**src/rtl/activation_quant_if.sv**
```systemverilog
// Bus bundle for activation_quant: the input-vector handshake and the
// result/argmax handshake. master = the side driving vectors and accepting
// results, slave = the activation/quantizer block itself.
interface activation_quant_if #(
  parameter int ROWS      = 30,
  parameter int DATAWIDTH = 11
);
  localparam int IDX_W = (ROWS > 1) ? $clog2(ROWS) : 1;

  logic [ROWS*2*DATAWIDTH-1:0] in_values;
  logic                        in_valid;
  logic                        in_ready;
  logic [ROWS*DATAWIDTH-1:0]   out_values;
  logic                        out_valid;
  logic                        out_ready;
  logic [IDX_W-1:0]            argmax_idx;
  logic [DATAWIDTH-1:0]        max_value;

  modport master (
    output in_values, in_valid, out_ready,
    input  in_ready, out_values, out_valid, argmax_idx, max_value
  );

  modport slave (
    input  in_values, in_valid, out_ready,
    output in_ready, out_values, out_valid, argmax_idx, max_value
  );
endinterface

```
**src/rtl/activation_quant.sv**
```systemverilog
// Activation + requantization stage following a fully-connected layer.
// Captures a packed vector of 2*DATAWIDTH pre-activations, walks it one row
// per cycle applying ReLU/identity, rounding right shift and saturation to
// DATAWIDTH, tracks the argmax of the quantized values, then holds the
// result until the consumer takes it.
module activation_quant #(
  parameter int ROWS       = 30,
  parameter int DATAWIDTH  = 11,
  parameter int FRAC_SHIFT = 5,
  parameter int ACT_RELU   = 1
) (
  input  logic                clk,
  input  logic                rst_overall,
  input  logic                rst_vals,
  activation_quant_if.slave   bus
);
  localparam int IN_W  = 2 * DATAWIDTH;
  localparam int EXT_W = IN_W + 1;
  localparam int IDX_W = (ROWS > 1) ? $clog2(ROWS) : 1;
  // Row counter needs one code beyond the last row: it marks the drain cycle
  // between the final row write and presenting the result.
  localparam int ROW_W = $clog2(ROWS + 1);
  localparam logic [ROW_W-1:0] ROW_END = ROW_W'(ROWS);

  // Rounding constant: half an LSB of the shifted result.
  localparam logic signed [EXT_W-1:0] RND =
    EXT_W'((FRAC_SHIFT > 0) ? (1 << ((FRAC_SHIFT > 0) ? FRAC_SHIFT - 1 : 0)) : 0);
  localparam logic signed [EXT_W-1:0] SAT_MAX = EXT_W'((1 << (DATAWIDTH - 1)) - 1);
  localparam logic signed [EXT_W-1:0] SAT_MIN = EXT_W'(-(1 << (DATAWIDTH - 1)));
  localparam logic signed [DATAWIDTH-1:0] OUT_MAX = {1'b0, {(DATAWIDTH-1){1'b1}}};
  localparam logic signed [DATAWIDTH-1:0] OUT_MIN = {1'b1, {(DATAWIDTH-1){1'b0}}};

  typedef enum logic [1:0] {
    IDLE,
    PROCESS,
    HOLD
  } state_t;

  state_t                       state_reg;
  state_t                       state_next;
  logic [ROW_W-1:0]             row_reg;
  logic [IDX_W-1:0]             row_idx;
  logic signed [IN_W-1:0]       buf_mem [ROWS];
  logic signed [DATAWIDTH-1:0]  out_mem [ROWS];
  logic [IDX_W-1:0]             argmax_reg;
  logic signed [DATAWIDTH-1:0]  max_reg;
  logic signed [DATAWIDTH-1:0]  row_q;
  logic                         row_done;
  logic                         capture;
  logic                         step;
  logic                         in_ready_c;
  logic                         out_valid_c;

  // ReLU/identity, rounding arithmetic shift and saturation of one element.
  // The extra bit keeps the rounding add from overflowing.
  function automatic logic signed [DATAWIDTH-1:0] quantize(input logic signed [IN_W-1:0] x);
    logic signed [EXT_W-1:0] a;
    logic signed [EXT_W-1:0] s;
    logic signed [DATAWIDTH-1:0] r;
    a = {x[IN_W-1], x};
    if ((ACT_RELU != 0) && x[IN_W-1]) begin
      a = '0;
    end
    if (FRAC_SHIFT > 0) begin
      s = (a + RND) >>> FRAC_SHIFT;
    end else begin
      s = a;
    end
    r = s[DATAWIDTH-1:0];
    if (s > SAT_MAX) begin
      r = OUT_MAX;
    end else if (s < SAT_MIN) begin
      r = OUT_MIN;
    end
    return r;
  endfunction

  assign row_idx  = row_reg[IDX_W-1:0];
  assign row_done = (row_reg == ROW_END);
  assign capture  = (state_reg == IDLE) && bus.in_valid;
  assign step     = (state_reg == PROCESS) && !row_done;
  assign row_q    = quantize(buf_mem[row_idx]);

  // State register; either reset returns to IDLE and abandons any vector.
  always_ff @(posedge clk or posedge rst_overall) begin
    if (rst_overall) begin
      state_reg <= IDLE;
    end else if (rst_vals) begin
      state_reg <= IDLE;
    end else begin
      state_reg <= state_next;
    end
  end

  // Next-state and handshake outputs; in_valid is only honoured in IDLE.
  always_comb begin
    state_next  = state_reg;
    in_ready_c  = 1'b0;
    out_valid_c = 1'b0;
    case (state_reg)
      IDLE: begin
        in_ready_c = 1'b1;
        if (bus.in_valid) begin
          state_next = PROCESS;
        end
      end
      PROCESS: begin
        if (row_done) begin
          state_next = HOLD;
        end
      end
      HOLD: begin
        out_valid_c = 1'b1;
        if (bus.out_ready) begin
          state_next = IDLE;
        end
      end
      default: begin
        state_next = IDLE;
      end
    endcase
  end

  assign bus.in_ready  = in_ready_c;
  assign bus.out_valid = out_valid_c;

  // Row counter and running max; row 0 seeds the max, later rows replace it
  // only when strictly greater so ties keep the lowest index.
  always_ff @(posedge clk or posedge rst_overall) begin
    if (rst_overall) begin
      row_reg    <= '0;
      argmax_reg <= '0;
      max_reg    <= '0;
    end else if (rst_vals) begin
      row_reg    <= '0;
      argmax_reg <= '0;
      max_reg    <= '0;
    end else if (capture) begin
      row_reg <= '0;
    end else if (step) begin
      row_reg <= row_reg + 1'b1;
      if ((row_idx == '0) || (row_q > max_reg)) begin
        argmax_reg <= row_idx;
        max_reg    <= row_q;
      end
    end
  end

  assign bus.argmax_idx = argmax_reg;
  assign bus.max_value  = max_reg;

  for (genvar gi = 0; gi < ROWS; gi++) begin : g_row
    // Input buffer element: sampled only on the acceptance edge.
    always_ff @(posedge clk or posedge rst_overall) begin
      if (rst_overall) begin
        buf_mem[gi] <= '0;
      end else if (rst_vals) begin
        buf_mem[gi] <= '0;
      end else if (capture) begin
        buf_mem[gi] <= bus.in_values[(ROWS-gi-1)*IN_W +: IN_W];
      end
    end

    // Result element: written on the cycle the row counter points at it.
    always_ff @(posedge clk or posedge rst_overall) begin
      if (rst_overall) begin
        out_mem[gi] <= '0;
      end else if (rst_vals) begin
        out_mem[gi] <= '0;
      end else if (step && (row_idx == IDX_W'(gi))) begin
        out_mem[gi] <= row_q;
      end
    end

    assign bus.out_values[(ROWS-gi-1)*DATAWIDTH +: DATAWIDTH] = out_mem[gi];
  end
endmodule
```
**src/flat_wrapper.sv**
```systemverilog
// flat-port wrapper written by rule: the top's interface ports become plain ports
module activation_quant_flat 
#(
  parameter int ROWS       = 30,
  parameter int DATAWIDTH  = 11,
  parameter int FRAC_SHIFT = 5,
  parameter int ACT_RELU   = 1
)
  (clk, rst_overall, rst_vals, bus_in_values, bus_in_valid, bus_out_ready, bus_in_ready, bus_out_values, bus_out_valid, bus_argmax_idx, bus_max_value);
  activation_quant_if #(.ROWS(ROWS), .DATAWIDTH(DATAWIDTH)) bus_i ();
  input  logic clk;
  input  logic rst_overall;
  input  logic rst_vals;
  input wire logic [$bits(bus_i.in_values)-1:0] bus_in_values;
  input wire logic [$bits(bus_i.in_valid)-1:0] bus_in_valid;
  input wire logic [$bits(bus_i.out_ready)-1:0] bus_out_ready;
  output wire logic [$bits(bus_i.in_ready)-1:0] bus_in_ready;
  output wire logic [$bits(bus_i.out_values)-1:0] bus_out_values;
  output wire logic [$bits(bus_i.out_valid)-1:0] bus_out_valid;
  output wire logic [$bits(bus_i.argmax_idx)-1:0] bus_argmax_idx;
  output wire logic [$bits(bus_i.max_value)-1:0] bus_max_value;
  assign bus_i.in_values = bus_in_values;
  assign bus_i.in_valid = bus_in_valid;
  assign bus_i.out_ready = bus_out_ready;
  assign bus_in_ready = bus_i.in_ready;
  assign bus_out_values = bus_i.out_values;
  assign bus_out_valid = bus_i.out_valid;
  assign bus_argmax_idx = bus_i.argmax_idx;
  assign bus_max_value = bus_i.max_value;
  activation_quant #(.ROWS(ROWS), .DATAWIDTH(DATAWIDTH), .FRAC_SHIFT(FRAC_SHIFT), .ACT_RELU(ACT_RELU)) u_core (.clk(clk), .rst_overall(rst_overall), .rst_vals(rst_vals), .bus(bus_i));
endmodule
```
**config.mk**
```make
export PLATFORM = sky130hd
export DESIGN_NAME = activation_quant_flat
export DESIGN_NICKNAME = d
export VERILOG_FILES = /design/src/rtl/activation_quant_if.sv /design/src/rtl/activation_quant.sv /design/src/flat_wrapper.sv
export SDC_FILE = /design/constraint.sdc
export NUM_CORES = 2
export LEC_CHECK = 0
export ABC_CLOCK_PERIOD_IN_PS = 39200
export CAP_MARGIN = 10
export CORE_AREA = 4 4 397 399
export CTS_CLUSTER_DIAMETER = 150
export DETAILED_ROUTE_END_ITERATION = 12
export DIE_AREA = 0 0 401 403
export SLEW_MARGIN = 10
export SYNTH_ARGS = -nofsm -noshare
export SYNTH_HDL_FRONTEND = slang
export SYNTH_SLANG_ARGS = --single-unit
```
**constraint.sdc**
```tcl
create_clock -name clk -period 39.2 [get_ports clk]
set_input_delay 11.76 -clock clk [delete_from_list [all_inputs] [get_ports clk]]
set_output_delay 11.76 -clock clk [all_outputs]
set_load 0.02 [all_outputs]
```
Word level (Yosys, flattened, before mapping)
Cells that the tools add are included.
{"block": "classes", "order_cmp": 4, "muxes": 144, "n_eq_ne": 36, "addsub": 2, "reduce_logical": 72, "bitwise_logic": 1}
{"operator": "2-to-1 mux 22 bit", "count": 62}
{"operator": "2-to-1 mux 11 bit", "count": 66}
{"operator": "binary-select mux 22 bit (select 5 bit)", "count": 1}
{"operator": "== test 5 bit, second input constant", "count": 15}
{"operator": "nonzero test 2 bit", "count": 33}
{"operator": "== test 5 x 4 -> 1 bit, second input constant", "count": 8}
{"operator": "2-to-1 mux 5 bit", "count": 7}
{"operator": "logical AND 1 bit", "count": 32}
{"operator": "adder 21 x 5 -> 22 bit, second input constant", "count": 1}
{"operator": "2-to-1 mux 21 bit", "count": 1}
{"operator": "== test 5 x 3 -> 1 bit, second input constant", "count": 4}
{"operator": "greater-than comparator 18 x 11 -> 1 bit, second input constant", "count": 1}
{"operator": "< comparator 18 x 11 -> 1 bit, second input constant", "count": 1}
{"operator": "greater-than comparator 11 bit", "count": 1}
{"operator": "== test 5 x 2 -> 1 bit, second input constant", "count": 2}
{"operator": "2-to-1 mux 2 bit", "count": 4}
{"operator": "greater-or-equal comparator 6 bit, second input constant", "count": 1}
{"operator": "!= test 3 bit, second input constant", "count": 2}
{"operator": "inverter 5 -> 6 bit", "count": 1}
{"operator": "one-hot mux 2 bit (3 select lines)", "count": 1}
{"operator": "AND reduction 3 bit", "count": 2}
{"operator": "adder 5 x 1 -> 5 bit, second input constant", "count": 1}
{"operator": "== test 5 x 1 -> 1 bit, second input constant", "count": 1}
{"operator": "zero test 5 bit", "count": 1}
{"operator": "9 further kinds", "count": 10}
{"block": "word_totals", "elab_cells": 323, "out_inout_bits": 348, "regBits": 1013, "in_bits": 665}

Logic depth before layout (Yosys ltp)
{"block": "logic_depth", "word_depth": 15, "ltp_mapped": 29, "ltp_nobuf": 21}

Least setup slack after synthesis
No wires, ideal clock.
{"block": "synth_path", "path_kind": "input to register", "start": "in rst_vals", "end": "reg u_core.out_mem, in the netlist u_core.bus.out_values[220]", "slack_ns": 26.021, "t_arrival_ns": 13.023, "t_required_ns": 39.044, "cell_stages": 5, "n_path_buf": 4, "cell_sequence": "clkbuf_1 -> clkbuf_1 -> clkbuf_1 -> clkbuf_1 -> a311oi_2"}
{"block": "synth_via", "elab_chain_len": 1}
{"item": "start: declaration", "line": "flat_wrapper.sv:13", "source": "input logic rst_vals;"}
{"item": "2-to-1 mux 11 bit or nonzero test 2 bit (tied branches)"}
{"item": "end signal: indexed assignment", "line": "activation_quant.sv:171", "source": "out_mem[gi] <= row_q;"}
{"item": "end: declaration", "line": "activation_quant.sv:44", "source": "logic signed [DATAWIDTH-1:0] out_mem [ROWS];"}
Several ways; a longest one is shown, not always the timed one.
A chain may end at the register's enable or synchronous reset.

==> flow_summary.toml <==
[status]
outcome = "finished clean"

[synth]
most_instantiated_flip_flop_cell_in_the_synthesis_netlist = "sky130_fd_sc_hd__dfrtp_1"
library_cells_used_by_synthesis = 80
yosysWarningCount = 0
synth.ff_latch_count = 893
synth-seq-area-share_pct = 56.90
cell_types_occupying_the_most_area_after_synthesis = "sky130_fd_sc_hd__dfrtp_1 57%, sky130_fd_sc_hd__a22o_1 12%, sky130_fd_sc_hd__mux4_2 5.0%"
synthCells = 3093
synth_enable_flop_cells = 0
syn_nets = 3775
synthesis.area_per_instance_um2 = 12.70
async_flop_share_pct = 100.0
synth.cell_area_mm2 = 0.03928
synthDominantCellAreaShare_pct = 56.90
netlist.top_cell.by_area = "sky130_fd_sc_hd__dfrtp_1"

[place]
placed_cells = 5789
detailedPlacementHpwl_mm = 124.8
port_buffers = 892
routabilityCongestion = 0.8383

[cells_and_area]
leading_cell_type_in_the_layout_fill_and_taps_excluded = "sky130_fd_sc_hd__clkdlybuf4s50_1"
finish.net_count = 4531
largest_register_ff_count = 540
regMostFlops = "u_core.buf_mem"
instances_no_fill = 5984
area.growth.synth_to_final_pct = 36.11
drive_above_1_share_pct = 13.14
most-common-layout-cells = "891 x sky130_fd_sc_hd__clkdlybuf4s50_1, 889 x sky130_fd_sc_hd__dfrtp_1, 547 x sky130_fd_sc_hd__a22o_1, 255 x sky130_fd_sc_hd__nor2_1, 133 x sky130_fd_sc_hd__nand2_1"

[power]
power.switching_uw = 703.4
power.density_mw_per_mm2 = 44.98
power.ir.vdd_worst_mv = 0.03581
internal_power_uw = 1701
power_frac_clock_pct = 41.2
share_comb_of_total_power_pct = 17.0
seq_power_share_pct = 41.8
standby_leakage_power_uw = 0.02227
share_of_total_power_consumed_by_net_switching_pct = 29.25

[sta]
final_max_slew_viol_count = 0
report.final.setup_viol = 0
fmaxAchievable_ghz = 0.06177
tightestPinTransition_ns = 1.171
final-hold-violation-count = 0
worst_slew_margin_rel_pct = 21.91
fin_crit_sh_pct = 41.30
period_needed_ns = 16.19
grt_setup_unrepaired = "false"
totalNegativeSetupSlack_ns = 0
final.hold.worst_slack_ns = 0.4898
worst_clock_skew_ns = 0.06875

[flow_run]
cap_viol_max_count = 0

[clock_tree]
clock-sinks = 893
htreeDepth = 3
insertion_delay_ns = 0.74
cts_hold_repair.buffers = 0
library_cell_used_as_clock_root_buffer = "sky130_fd_sc_hd__clkbuf_16"
worst_setup_hold_path_clk_slew_ns = 0.06
post-cts-setup-buffer-count = 0
tritoncts.num_buffers = 102
cts-root-to-sink-buffers = 3
cts_tree = "done"
cts.repair.resized = 0

[global_route]
grt_antenna_before_repair = 71
gr-usage-all-layers_pct = 20.41
grt_first_pass_wirelength_mm = 239.5
grt_pass1_vias = 30740
grt_start_max_net_pins = 216
grt_overflow_total = 0

[floorplan]
die_h_um = 403
chipWidth_um = 401
die_area_mm2 = 0.1616
floorplan.rows = 144
coreArea_mm2 = 0.1539
ios = 1013
floorplan.initialDensity_pct = 25.53

[worst_setup_path]
cp-end-kind = "asynchronous set/reset pin"
worst-r2r-cell-count = 22
critical_path.startpoint_type = "input pin"
crit_arrival_ns = 16.89
regToRegEndpoint = "u_core.bus.argmax_idx[4]"
critPathMaxFanout = 130
crit_required_ns = 39.90
worstReg2RegStart = "u_core.row_idx[0]"
reg2reg_setup_slack_ns = 29.36
criticalPathCategory = "in -> async"

[routing]
wl_per_cell_um = 28.68
drt_iter0_markers = 2517
drcViolationCount = 0
ant_nets = 0
drt_first_pass_iters = 5
routed-via-count = 30670
detail_route.vias_per_cell = 5.126
drt-total-wl_mm = 171.6

[hold_path]
hold_start = "u_core.bus.out_values[164]"
hold_path_end = "u_core.bus.out_values[164]"
min-delay-path-class = "reg -> reg"
holdPathStages = 1
synth_stat cells (4+ instances only):
master,n
sky130_fd_sc_hd__a211oi_1,105
sky130_fd_sc_hd__a21oi_1,112
sky130_fd_sc_hd__a221o_1,4
sky130_fd_sc_hd__a221oi_1,9
sky130_fd_sc_hd__a22o_1,547
sky130_fd_sc_hd__a22oi_1,13
sky130_fd_sc_hd__a311oi_1,9
sky130_fd_sc_hd__a311oi_2,116
sky130_fd_sc_hd__a31oi_1,6
sky130_fd_sc_hd__and2_1,20
sky130_fd_sc_hd__and3_1,4
sky130_fd_sc_hd__buf_1,15
sky130_fd_sc_hd__buf_12,4
sky130_fd_sc_hd__buf_2,22
sky130_fd_sc_hd__buf_4,16
sky130_fd_sc_hd__buf_6,15
sky130_fd_sc_hd__buf_8,14
sky130_fd_sc_hd__clkbuf_1,233
sky130_fd_sc_hd__dfrtp_1,893
sky130_fd_sc_hd__ha_1,17
sky130_fd_sc_hd__inv_1,23
sky130_fd_sc_hd__mux2_2,21
sky130_fd_sc_hd__mux2i_1,28
sky130_fd_sc_hd__mux4_1,5
sky130_fd_sc_hd__mux4_2,88
sky130_fd_sc_hd__nand2_1,135
sky130_fd_sc_hd__nand2b_1,4
sky130_fd_sc_hd__nand3_1,15
sky130_fd_sc_hd__nor2_1,264
sky130_fd_sc_hd__nor2b_1,13
sky130_fd_sc_hd__nor3_1,27
sky130_fd_sc_hd__nor3b_1,124
sky130_fd_sc_hd__nor4_1,18
sky130_fd_sc_hd__o211ai_1,10
sky130_fd_sc_hd__o21a_1,7
sky130_fd_sc_hd__o21ai_0,27
sky130_fd_sc_hd__o21ai_1,19
sky130_fd_sc_hd__o221ai_1,5
sky130_fd_sc_hd__o22ai_1,6
sky130_fd_sc_hd__o311ai_0,8
sky130_fd_sc_hd__o31ai_1,4
sky130_fd_sc_hd__or2_2,4
sky130_fd_sc_hd__or3_1,10
sky130_fd_sc_hd__xnor2_1,7
sky130_fd_sc_hd__xor2_1,4
worst max-delay path by stage:
stage / start / endpoint / cells after the start
floorplan: rst_overall / u_core.buf_mem[100] / 1
global placement: rst_overall / u_core.buf_mem[387] / 7
detailed placement: rst_overall / u_core.buf_mem[431] / 7
CTS: rst_overall / u_core.buf_mem[185] / 7
global route: rst_overall / u_core.buf_mem[185] / 7
finish: rst_overall / u_core.buf_mem[475] / 7
layer usage:
layer / wire length, um / GRT usage, % / part of all wire, % / vias to the layer above
met1: 68970 / 25.18 / 40 / 15820
met4: 3120 / 4.351 / 1.8 / 74
met3: 14720 / 6.555 / 8.6 / 244
met5: 473 / 0 / 0.28 / -
li1: - / - / - / 13330
met2: 84350 / 34.93 / 49 / 1205
per-stage QoR:
stage               setup slack [ns]  power, uW  util [%]  cell area (um^2)
finish                         23.01       2405     34.74             53460
global route                   22.15       2494     34.73             53440
CTS                            22.73       2436     34.72             53430
detailed placement             21.94       1435     32.45             49930
global placement               21.97       1431     32.45             49930
floorplan                      2.338       1249         -             39280
power by group through the flow:
stage,Combinational (uW),Clock [uW],Sequential (uW)
after floorplan,232,0,1020
after global placement,411,0,1020
after detailed placement,414,0,1020
after CTS,415,1020,1000
after global routing,434,1050,1010
final,408,991,1010
cell type report:
cell class                      count  area (um^2)
Antenna cell                       12        30.03
Clock buffer                      141         2889
Clock inverter                     42        605.6
Fill cell                       15220       100400
Inverter                           25        101.3
Multi-Input combinational cell   1856        15330
Sequential cell                   893        22360
Tap cell                         2044         2557
Timing Repair Buffer              971         9587
critical path: stages:
cell and delay (ns):
sky130_fd_sc_hd__clkdlybuf4s50_1 0.49, sky130_fd_sc_hd__inv_8 0.60, sky130_fd_sc_hd__buf_4 0.63, sky130_fd_sc_hd__buf_4 0.76
sky130_fd_sc_hd__buf_4 0.82, sky130_fd_sc_hd__buf_4 0.71, sky130_fd_sc_hd__buf_4 0.87
cell families after synthesis:
logic type      after synthesis  synth area share (%)
simple gates                654                 8.260
flops                       893                 56.90
compound gates             1029                 22.92
other cells                   1              0.009548
xor+xnor                     11                0.2453
fa+ha+maj                    17                0.5415
mux                         144                 6.763
buf+inv                     344                 4.364
Power figures use the tool's default switching activity.
